[src/rtl/bf16_pkg.sv]
// Shared BF16 definitions: field constants, unpacked operand view, accumulator FSM states.
package bf16_pkg;

    localparam logic [7:0]  EXP_MAX = 8'd255;
    localparam logic [7:0]  BIAS    = 8'd127;
    localparam logic [15:0] QNAN    = 16'h7FC0;
    localparam logic [15:0] POS_INF = 16'h7F80;
    localparam logic [15:0] NEG_INF = 16'hFF80;

    typedef struct packed {
        logic       sign;
        logic [7:0] exp;
        logic [7:0] sig;
    } bf16_unpacked_t;

    typedef enum logic {
        ST_ACC = 1'b0,
        ST_OUT = 1'b1
    } acc_state_t;

    function automatic bf16_unpacked_t bf16_unpack(input logic [15:0] v);
        bf16_unpacked_t u;
        u.sign = v[15];
        u.exp  = v[14:7];
        u.sig  = {(v[14:7] != 8'd0), v[6:0]};
        return u;
    endfunction

    // Denormals flush to signed zero; any NaN collapses to the canonical quiet NaN.
    function automatic logic [15:0] bf16_canon(input logic [15:0] v);
        logic [15:0] r;
        if ((v[14:7] == EXP_MAX) && (v[6:0] != 7'd0)) begin
            r = QNAN;
        end else if (v[14:7] == 8'd0) begin
            r = {v[15], 15'd0};
        end else begin
            r = v;
        end
        return r;
    endfunction

endpackage

[src/rtl/bf16_adder.sv]
// Combinational BF16 adder: FTZ, truncating, 11-bit aligned significand datapath.
module bf16_adder
    import bf16_pkg::*;
(
    input  logic [15:0] i_x,
    input  logic [15:0] i_y,
    output logic [15:0] o_sum
);

    bf16_unpacked_t    w_ux;
    bf16_unpacked_t    w_uy;
    bf16_unpacked_t    w_a;
    bf16_unpacked_t    w_b;
    logic [7:0]        w_diff;
    logic [10:0]       w_sig_a;
    logic [10:0]       w_sig_b;
    logic [11:0]       w_raw;
    logic [3:0]        w_lz;
    logic signed [9:0] w_exp;
    logic [6:0]        w_frac;
    logic              w_x_nan;
    logic              w_y_nan;
    logic              w_x_inf;
    logic              w_y_inf;
    logic              w_x_zero;
    logic              w_y_zero;

    function automatic logic [3:0] lead_zeros(input logic [10:0] v);
        logic [3:0] lz;
        lz = 4'd0;
        for (int i = 0; i < 11; i++) begin
            if (v[i]) begin
                lz = 4'(10 - i);
            end
        end
        return lz;
    endfunction

    assign w_ux     = bf16_unpack(i_x);
    assign w_uy     = bf16_unpack(i_y);
    assign w_x_nan  = (i_x[14:7] == EXP_MAX) && (i_x[6:0] != 7'd0);
    assign w_y_nan  = (i_y[14:7] == EXP_MAX) && (i_y[6:0] != 7'd0);
    assign w_x_inf  = (i_x[14:7] == EXP_MAX) && (i_x[6:0] == 7'd0);
    assign w_y_inf  = (i_y[14:7] == EXP_MAX) && (i_y[6:0] == 7'd0);
    assign w_x_zero = (i_x[14:7] == 8'd0);
    assign w_y_zero = (i_y[14:7] == 8'd0);

    // Align, add/subtract and normalize the finite, non-zero case.
    always_comb begin
        if (i_y[14:0] > i_x[14:0]) begin
            w_a = w_uy;
            w_b = w_ux;
        end else begin
            w_a = w_ux;
            w_b = w_uy;
        end
        w_diff  = w_a.exp - w_b.exp;
        w_sig_a = {w_a.sig, 3'b000};
        if (w_diff >= 8'd11) begin
            w_sig_b = 11'd0;
        end else begin
            w_sig_b = {w_b.sig, 3'b000} >> w_diff;
        end
        if (w_a.sign == w_b.sign) begin
            w_raw = {1'b0, w_sig_a} + {1'b0, w_sig_b};
        end else begin
            w_raw = {1'b0, w_sig_a} - {1'b0, w_sig_b};
        end
        w_lz = lead_zeros(w_raw[10:0]);
        if (w_raw[11]) begin
            w_exp  = $signed({2'b00, w_a.exp}) + 10'sd1;
            w_frac = 7'(w_raw >> 4);
        end else begin
            w_exp  = $signed({2'b00, w_a.exp}) - $signed({6'd0, w_lz});
            w_frac = 7'((w_raw[10:0] << w_lz) >> 3);
        end
    end

    // Special-operand priority, then range checks on the 10-bit exponent.
    always_comb begin
        if (w_x_nan || w_y_nan) begin
            o_sum = QNAN;
        end else if (w_x_inf && w_y_inf && (i_x[15] != i_y[15])) begin
            o_sum = QNAN;
        end else if (w_x_inf) begin
            o_sum = i_x;
        end else if (w_y_inf) begin
            o_sum = i_y;
        end else if (w_x_zero && w_y_zero) begin
            o_sum = {(i_x[15] & i_y[15]), 15'd0};
        end else if (w_x_zero) begin
            o_sum = i_y;
        end else if (w_y_zero) begin
            o_sum = i_x;
        end else if (w_raw == 12'd0) begin
            o_sum = 16'h0000;
        end else if (w_exp >= 10'sd255) begin
            o_sum = {w_a.sign, 8'hFF, 7'h00};
        end else if (w_exp <= 10'sd0) begin
            o_sum = {w_a.sign, 15'd0};
        end else begin
            o_sum = {w_a.sign, w_exp[7:0], w_frac};
        end
    end

endmodule

[src/rtl/bf16_accumulator.sv]
// Streaming BF16 sum: accepts one product per cycle, presents the total on stream end.
module bf16_accumulator
    import bf16_pkg::*;
#(
    parameter int CNT_W = 8
) (
    input  logic             clk,
    input  logic             rst_n,
    input  logic             in_valid,
    output logic             in_ready,
    input  logic [15:0]      in_data,
    input  logic             in_last,
    output logic             out_valid,
    input  logic             out_ready,
    output logic [15:0]      out_data,
    output logic [CNT_W-1:0] out_count
);

    localparam logic [CNT_W-1:0] CNT_ONE = {{(CNT_W-1){1'b0}}, 1'b1};
    localparam logic [CNT_W-1:0] CNT_MAX = {CNT_W{1'b1}};

    acc_state_t       r_state;
    logic             r_first;
    logic [15:0]      r_acc;
    logic [CNT_W-1:0] r_cnt;
    logic             r_in_ready;
    logic             r_out_valid;

    logic             w_fire;
    logic [15:0]      w_sum;
    logic [15:0]      w_acc_nxt;
    logic [CNT_W-1:0] w_cnt_nxt;

    bf16_adder u_adder (
        .i_x   (r_acc),
        .i_y   (in_data),
        .o_sum (w_sum)
    );

    assign w_fire    = in_valid && r_in_ready;
    assign w_acc_nxt = r_first ? bf16_canon(in_data) : w_sum;
    assign w_cnt_nxt = r_first ? CNT_ONE : (r_cnt + CNT_ONE);

    // Accumulate/present FSM; handshake flags are registered state decodes.
    always_ff @(posedge clk or negedge rst_n) begin
        if (!rst_n) begin
            r_state     <= ST_ACC;
            r_first     <= 1'b1;
            r_acc       <= 16'h0000;
            r_cnt       <= '0;
            r_in_ready  <= 1'b0;
            r_out_valid <= 1'b0;
        end else begin
            case (r_state)
                ST_ACC: begin
                    if (w_fire) begin
                        r_acc   <= w_acc_nxt;
                        r_cnt   <= w_cnt_nxt;
                        r_first <= 1'b0;
                        if (in_last || (w_cnt_nxt == CNT_MAX)) begin
                            r_state     <= ST_OUT;
                            r_in_ready  <= 1'b0;
                            r_out_valid <= 1'b1;
                        end else begin
                            r_in_ready <= 1'b1;
                        end
                    end else begin
                        r_in_ready <= 1'b1;
                    end
                end
                ST_OUT: begin
                    if (out_ready) begin
                        r_state     <= ST_ACC;
                        r_first     <= 1'b1;
                        r_out_valid <= 1'b0;
                        r_in_ready  <= 1'b1;
                    end else begin
                        r_out_valid <= 1'b1;
                        r_in_ready  <= 1'b0;
                    end
                end
                default: begin
                    r_state     <= ST_ACC;
                    r_first     <= 1'b1;
                    r_out_valid <= 1'b0;
                    r_in_ready  <= 1'b0;
                end
            endcase
        end
    end

    assign in_ready  = r_in_ready;
    assign out_valid = r_out_valid;
    assign out_data  = r_acc;
    assign out_count = r_cnt;

endmodule
[config.mk]
export PLATFORM = sky130hd
export DESIGN_NAME = bf16_accumulator
export DESIGN_NICKNAME = d
export VERILOG_FILES = /design/src/rtl/bf16_pkg.sv /design/src/rtl/bf16_adder.sv /design/src/rtl/bf16_accumulator.sv
export SDC_FILE = /design/constraint.sdc
export NUM_CORES = 1
export LEC_CHECK = 0
export BUFFER_PORTS_ARGS = -buffer_cell sky130_fd_sc_hd__buf_4
export CAP_MARGIN = 10
export CORE_MARGIN = 2
export CORE_UTILIZATION = 42
export CTS_CLUSTER_DIAMETER = 200
export DETAILED_ROUTE_END_ITERATION = 8
export GPL_ROUTABILITY_DRIVEN = 0
export GPL_TIMING_DRIVEN = 0
export PLACE_DENSITY = 0.59
export SETUP_SLACK_MARGIN = 0.15
export SLEW_MARGIN = 20
export SYNTH_ARGS = -nofsm -noshare
export SYNTH_HDL_FRONTEND = slang
export SYNTH_SLANG_ARGS = --single-unit
[constraint.sdc]
create_clock -name clk -period 12 [get_ports clk]
set_input_delay 0.6 -clock clk [delete_from_list [all_inputs] [get_ports clk]]
set_output_delay 0.6 -clock clk [all_outputs]
set_load 0.05 [all_outputs]
==> flow_metrics.tcl, run 1 <==
set metrics [dict create \
    status "complete, no violations" \
    overflow 0 \
    pre_cts_ws_ns 1.97 \
    grt_max_degree 29 \
    first_global_vias 6220 \
    post_cts_buffers 0 \
    period_share_pct 85.4 \
    yosysMostFrequentCell "nand2_1" \
    synthTopCellsByCount "85 x nand2_1, 72 x a21oi_1, 71 x nor2_1" \
    worstSetupPathType "flop to flop" \
    dp_hpwl_mm 16.2 \
    via_per_inst 6.45 \
    syn-cell-area_um2 5790 \
    cpMostUsedCell "ha_1" \
    n_fill_cell 1372 \
    cts_made_buffers 3 \
    initial_core_util_pct 43.4 \
    tns_ns 0 \
    endpoint_kind "flop" \
    r2r-end "out_data[3]" \
    synth_top_area_share_pct 11.7 \
    die_x_um 121 \
    drt_iter0_drc 642 \
    placed_cells 1026 \
    crit_required_ns 12.20 \
    ctsResizeCount 0 \
    worst_pin_slew_ns 0.786 \
    cts_buffer_depth 2 \
    rows 42 \
    ys_ff_latch 28 \
    diodes 0 \
    setup_slack_ns 1.76 \
    hold_class "input port to asynchronous set/reset pin" \
    r2r-start "out_data[11]" \
    routedWlPerCell_um 19.5 \
    synthDistinctLibCells 98 \
    avgSynthCellArea_um2 7.20 \
    slew_violations 0 \
    synthTopCellsByArea "dfrtp_1 12%, ha_1 8.9%, a21oi_1 6.2%, nand2_1 5.5%, nor2_1 4.6%" \
    setup_viol 0 \
    final-instance-count-excl-fill 1030 \
    synthArstFlopShare_pct 100 \
    die_area_um2 14700 \
    ctsHoldBuffers 0 \
    reg2reg_setup_slack_ns 1.76 \
    r2r_cells 40 \
    grt_setup_unrepaired "no" \
    slew_headroom_pct 47.3 \
    cp_max_fo 10 \
    ant_nets 0 \
    io_buffers 46 \
    maxCapViolations 0 \
    clock_sinks 28 \
    max_freq_mhz 97.6 \
    start_kind "flop" \
    syn_to_final_growth_pct 11.6 \
    cp_slowest_stage_delay_ns 0.59 \
    path_clk_slew_ns 0.08 \
    final_nets 919 \
    grt_first_pass_wirelength_mm 32.0 \
    synth_top_cell_by_area "dfrtp_1" \
    period_minus_slack_ns 10.24 \
    fin_hold_ws_ns 0.240 \
    crit_path_top_delay_cell "xor2_1" \
    io-pin-count 47 \
    die_h_um 121 \
    ys_warn_count 0 \
    routed_wl_mm 20.1 \
    clk_latency_ns 0.27 \
    firstDrtPassIters 5 \
    cts_max_level 1 \
    synth_fp_nets 868 \
    track_usage_pct 26.9 \
    tritoncts "done" \
    synth_edf_count 0 \
    drive_gt1_share_pct 13.7 \
    syn_inst 804 \
    finClkSkew_ns 0.00619 \
    arrival_ns 10.45 \
    hold_viol_final 0 \
    num_vias 6646 \
    synthFlopType "dfrtp_1" \
    root_buffer "clkbuf_16" \
    yosysSeqAreaShare_pct 12.1 \
    grt_antenna_before_repair 0 \
    core-area_um2 13300 \
    drc 0 \
]
==> metal layers <==
layer	global-route usage, %	wire [µm]
met1	36.5	8930
met5	0	0
met3	3.48	1500
met4	6.25	389
met2	45.4	9310
==> worst max-delay path: cells and delay by family, from the launching register on <==
family | cells | cell delay (ns)
and+or+nand+nor | 15 | 3.03
AOI/OAI and AO/OA | 13 | 3.00
buffers and inverters | 6 | 1.59
adders and majority gates | 4 | 1.24
xor gates and xnor gates | 1 | 0.59
muxes | 1 | 0.36
DFF | 1 | 0.35
==> area by class of cell <==
class,count,area (µm²),share of cell area [%]
inverters,52,195,3.02
clock inverters,1,30.0,0.465
flip-flops and latches,28,702,10.9
repair buffers,46,345,5.35
clock buffers,3,75.1,1.16
multi-input cells,689,4740,73.4
well taps,176,220,3.41
plain buffers,35,150,2.32
==> per-stage QoR <==
step	area (µm²)	utilization [%]
after floorplan	5790	-
after global placement	6350	47.6
after detailed placement	6350	47.6
after CTS	6460	48.4
after global routing	6460	48.4
final	6460	48.4
==> registers in the layout, summed over array words and instances (netlist names) <==
name,flops
r_state,1
out_valid,1
in_ready,1
out_data,16
out_count,8
r_first,1
==> cell usage in the layout, fill, tap and decap left out, types with 5 or more instances in the layout <==
cell type and instances:
o21ai_0 53, or3_1 10, nor2b_1 9, a211oi_1 10
a31oi_1 13, nand2b_1 13, nand4_1 16, and3_1 15
and2_1 13, nand3_1 23, a21oi_1 72, nand2_1 85
a21o_1 12, buf_4 46, o22ai_1 8, ha_1 41
clkbuf_1 23, nor3_1 28, nor2_1 71, o211ai_1 14
xor2_1 7, o31ai_1 8, mux2i_1 26, nor4_1 10
o21ai_1 5, xnor2_1 9, buf_2 9, dfrtp_1 27
inv_1 47, o211a_1 5
==> worst max path at each step <==
stage	endpoint	cells after the start	start	slack [ns]
6_report	out_data[3]	40	out_data[11]	1.76
5_1_grt	out_data[3]	49	out_data[11]	1.10
4_1_cts	out_data[3]	41	out_data[11]	1.95
3_5_place_dp	out_data[3]	43	out_data[11]	1.97
3_3_place_gp	out_data[3]	41	in_data[12]	2.09
2_1_floorplan	out_data[3]	43	out_data[11]	3.31
==> logic make-up after synthesis <==
family / after synthesis / share of synthesized area [%]
xor+xnor: 17 / 2.70
simple gates: 322 / 29.1
compound gates: 277 / 34.9
fa+ha+maj: 43 / 9.55
mux: 30 / 5.66
buf+inv: 87 / 5.96
flops: 28 / 12.1
Power of run 1 is not shown: default switching activity piles up to over one toggle a cycle in this logic, so the estimate is an artifact.
==> run 2: changes to the inputs <==
--- a/config.mk
+++ b/config.mk
@@ -5,6 +5,7 @@
 export SDC_FILE = /design/constraint.sdc
 export NUM_CORES = 1
 export LEC_CHECK = 0
+export ABC_AREA = 1
 export BUFFER_PORTS_ARGS = -buffer_cell sky130_fd_sc_hd__buf_4
 export CAP_MARGIN = 10
 export CORE_MARGIN = 2
==> run 2 against run 1 <==
Net effect:
- non-clock buffer count fell by 11
- global-route usage fell by 1.8 points
- cell count rose by 16%
- sequential share of layout area rose by 0.30 points
- highest routed layer unchanged
- fmax rose by 22%
- synthesized cell count rose by 21%
- critical endpoint is now out_data[4]
- critical path type unchanged
==> flow_metrics.tcl, run 2 <==
set metrics [dict create \
    yosysSeqAreaShare_pct 12.5 \
    hold_viol_final 0 \
    initial_core_util_pct 42.7 \
    cts_buffer_depth 2 \
    die_area_um2 14300 \
    r2r_cells 50 \
    cts_made_buffers 3 \
    core-area_um2 13200 \
    setup_viol 0 \
    start_kind "flop" \
    overflow 0 \
    synthTopCellsByCount "268 x nand2_1, 129 x inv_1, 95 x nand3_1" \
    period_minus_slack_ns 8.39 \
    cp_slowest_stage_delay_ns 0.48 \
    max_freq_mhz 119 \
    grt_setup_unrepaired "no" \
    fin_util_pct 47.6 \
    routedWlPerCell_um 14.8 \
    ant_nets 0 \
    synthFlopType "dfrtp_1" \
    drt_iter0_drc 566 \
    root_buffer "clkbuf_16" \
    arrival_ns 8.59 \
    yosysMostFrequentCell "nand2_1" \
    cts_max_level 1 \
    syn_to_final_growth_pct 11.6 \
    crit_path_top_delay_cell "nor3_1" \
    worst_pin_slew_ns 0.688 \
    via_per_inst 5.27 \
    crit_required_ns 12.21 \
    final_nets 1087 \
    track_usage_pct 25.1 \
    worstSetupPathType "flop to flop" \
    ctsHoldBuffers 0 \
    avgSynthCellArea_um2 5.79 \
    finClkSkew_ns 0.00930 \
    grt_max_degree 29 \
    slew_headroom_pct 53.7 \
    synth_top_area_share_pct 17.9 \
    io-pin-count 47 \
    first_global_vias 5875 \
    tritoncts "done" \
    synthDistinctLibCells 52 \
    firstDrtPassIters 7 \
    syn-cell-area_um2 5630 \
    rows 42 \
    drive_gt1_share_pct 14.0 \
    clk_latency_ns 0.28 \
    grt_first_pass_wirelength_mm 29.5 \
    synth_edf_count 0 \
    diodes 0 \
    clock_sinks 28 \
    routed_wl_mm 17.8 \
    period_share_pct 69.9 \
    dp_hpwl_mm 14.6 \
    ys_warn_count 0 \
    synthArstFlopShare_pct 100 \
    synthTopCellsByArea "nand2_1 18%, dfrtp_1 12%, ha_1 9.1%, inv_1 8.6%, nand3_1 8.4%" \
    post_cts_buffers 0 \
    final_cell_mix "268 x nand2_1, 129 x inv_1, 95 x nand3_1" \
    ys_ff_latch 28 \
    tns_ns 0 \
    status "complete, no violations" \
    syn_inst 972 \
    largest_reg_flops 16 \
    die_x_um 120 \
    num_vias 6313 \
    io_buffers 46 \
    layout_commonest_cell "nand2_1" \
    maxCapViolations 0 \
    cpMostUsedCell "nand2_1" \
    grt_antenna_before_repair 0 \
    synth_fp_nets 1036 \
    path_clk_slew_ns 0.08 \
    hold_class "input port to asynchronous set/reset pin" \
    reg2reg_setup_slack_ns 3.61 \
    endpoint_kind "flop" \
    slew_violations 0 \
    cp_max_fo 8 \
    drc 0 \
    fin_hold_ws_ns 0.251 \
    synth_top_cell_by_area "nand2_1" \
    ctsResizeCount 0 \
    die_h_um 120 \
]
==> run 2: cell count changes after synthesis, sizes merged, moves of 11 or more <==
cell    delta
and3      -17
a21o      -11
o211ai    -13
nand3     +77
mux2i     -26
inv       +92
a211oi    -12
nand2    +213
nor3      -13
clkbuf    -14
a21oi     -24
o21ai     +23
nand2b    -13
nor2      +24
==> run 2: final timing paths <==
path                               from            to
max                        out_data[12]   out_data[4]
min                               rst_n  out_data[13]
max reg2reg                out_data[12]   out_data[4]
min reg2reg                   out_valid     out_valid
max in group asynchronous         rst_n       r_first
min in group clk              out_valid     out_valid
==> run 2: kinds of logic (layout without fill, tap and decap cells) <==
group	Yosys count	count (layout)	synth area share, %
fa+ha+maj	43	43	9.82
simple gates	551	551	45.1
xor+xnor	19	19	4.02
flops	28	28	12.5
compound gates	161	161	15.8
buf+inv	170	220	12.8
==> run 2: layer usage <==
metal / track usage, % / up-vias / wire, µm
met5: 0 / - / 0
met4: 5.74 / 0 / 310
met3: 1.85 / 20 / 724
met2: 41.9 / 155 / 8160
met1: 35.4 / 2861 / 8560
li1: - / 3277 / -
==> run 2: final cells by class <==
class	instances	area (µm²)
Buffer	24	170
Clock buffer	4	88.8
Fill cell	1510	6910
Inverter	146	549
Multi-Input combinational cell	774	4210
Sequential cell	28	702
Tap cell	176	220
Timing Repair Buffer	46	345
==> run 2: stage by stage <==
step           instances  cell area, µm²  setup slack, ns
2_1_floorplan        972            5630             4.72
3_3_place_gp        1194            6200             3.43
3_5_place_dp        1194            6200             3.45
4_1_cts             1198            6280             3.56
5_1_grt             1198            6280             2.56
6_report            1198            6280             3.61
==> run 2: worst max-delay path: cells and delay by family, from the launching register on <==
| family | cells | cell delay, ns |
|---|---|---|
| AO/OA/AOI/OAI | 6 | 1.07 |
| adder cells (fa/ha/maj) | 4 | 1.34 |
| flip-flops | 1 | 0.41 |
| AND/OR/NAND/NOR | 32 | 4.20 |
| XOR/XNOR | 2 | 0.75 |
| buffers and inverters | 6 | 0.52 |
Power of run 2 is left out for the same reason.
==> run 3: changes to the inputs <==
==> constraint.sdc (replaced) <==
create_clock -name clk -period 8.52 [get_ports clk]
set_input_delay 0.426 -clock clk [delete_from_list [all_inputs] [get_ports clk]]
set_output_delay 0.426 -clock clk [all_outputs]
set_load 0.05 [all_outputs]
==> run 3 against run 2 <==
Net effect:
- sequential share of layout area fell by 0.57 points
- critical path type unchanged
- critical path depth rose by 3
- sequential cell count did not move
- via count rose by 1.3%
- hold slack got worse by 0.17 ns
- clock skew fell by 0.0015 ns
- cell count rose by 1.5%
==> flow_metrics.tcl, run 3 (synthesis results as in run 2) <==
set metrics [dict create \
    status "complete, no violations" \
    num_vias 6394 \
    crit_start "out_data[8]" \
    drc 0 \
    fin_hold_ws_ns 0.0764 \
    overflow 0 \
    drive_gt1_share_pct 18.6 \
    firstDrtPassIters 5 \
    period_share_pct 91.1 \
    ant_nets 0 \
    cts_buffer_depth 2 \
    rows 42 \
    r2r-start "out_data[8]" \
    dp_hpwl_mm 14.6 \
    grt_setup_unrepaired "no" \
    die_area_um2 14300 \
    tns_ns 0 \
    final_nets 1105 \
    maxCapViolations 0 \
    via_per_inst 5.26 \
    grt_max_degree 29 \
    max_freq_mhz 129 \
    diodes 0 \
    final_cell_mix "264 x nand2_1, 127 x inv_1, 93 x nand3_1" \
    syn_to_final_growth_pct 18.3 \
    root_buffer "clkbuf_16" \
    die_h_um 120 \
    hold_viol_final 0 \
    slew_violations 0 \
    endpoint_kind "flop" \
    finClkSkew_ns 0.00776 \
    start_kind "flop" \
    clock_sinks 28 \
    hold_class "input port to asynchronous set/reset pin" \
    clk_latency_ns 0.27 \
    setup_viol 0 \
    routed_wl_mm 18.3 \
    die_x_um 120 \
    cpMostUsedCell "nand2_1" \
    first_global_vias 5874 \
    arrival_ns 7.92 \
    cp_slowest_stage_delay_ns 0.46 \
    tritoncts "done" \
    track_usage_pct 25.1 \
    grt_antenna_before_repair 0 \
    path_clk_slew_ns 0.08 \
    period_minus_slack_ns 7.77 \
    cts_max_level 1 \
    crit_path_top_delay_cell "dfrtp_1" \
    largest_reg_flops 16 \
    grt_first_pass_wirelength_mm 29.5 \
    initial_core_util_pct 42.7 \
    drt_iter0_drc 477 \
    crit_required_ns 8.67 \
    core-area_um2 13200 \
    cts_made_buffers 3 \
    cp_max_fo 10 \
    routedWlPerCell_um 15.0 \
    io_buffers 46 \
    io-pin-count 47 \
    layout_commonest_cell "nand2_1" \
    slew_headroom_pct 30.2 \
    worstSetupPathType "flop to flop" \
    worst_pin_slew_ns 1.04 \
]
run 3: what timing repair did:
item | 4_1_cts | 5_1_grt
pin swaps | 0 | 12
setup buffers | 0 | 18
gates resized for setup | 2 | 50
setup endpoints to repair | 6 | 15
hold buffers | 0 | 0
run 3: path summary, 6_finish.rpt:
check                               end  slack, ns  cells after the start
setup / recovery            out_data[9]       0.75                     53
hold reg to reg               out_valid       0.50                      2
max in group asynchronous       r_first       8.12                      1
setup reg to reg            out_data[9]       0.75                     53
hold / removal             out_data[13]       0.08                      1
min in group clk                r_state       0.41                      4
run 3: per-layer routing:
metal / vias to the layer above / global-route usage, % / part of all wire (%)
met5: - / 0 / 0
met4: 0 / 5.74 / 1.2
met3: 16 / 1.85 / 4.5
met2: 167 / 41.9 / 47
met1: 2902 / 35.3 / 47
li1: 3309 / - / -
run 3: final cells by class:
| type | instances | area, µm² |
|---|---|---|
| Buffer | 24 | 176 |
| Clock buffer | 4 | 88.8 |
| Fill cell | 1471 | 6530 |
| Inverter | 146 | 549 |
| Multi-Input combinational cell | 774 | 4430 |
| Sequential cell | 28 | 706 |
| Tap cell | 176 | 220 |
| Timing Repair Buffer | 64 | 493 |
run 3: critical path, delay by kind of cell, from the launching register on:
kind	cells	cell delay, ns
buffers and inverters	7	0.65
XOR/XNOR	2	0.45
flip-flops	1	0.46
adder cells (fa/ha/maj)	5	1.55
AND/OR/NAND/NOR	32	3.19
AO/OA/AOI/OAI	7	1.35
run 3: through the flow:
step	instances	instance area, µm²	util, %	setup slack, ns
3_3_place_gp	1194	6200	47.0	0.111
3_5_place_dp	1194	6200	47.0	0.141
6_report	1216	6660	50.5	0.755
5_1_grt	1216	6660	50.5	0.0721
2_1_floorplan	972	5630	-	1.24
4_1_cts	1198	6300	47.7	0.162
Power of run 3 is left out for the same reason.
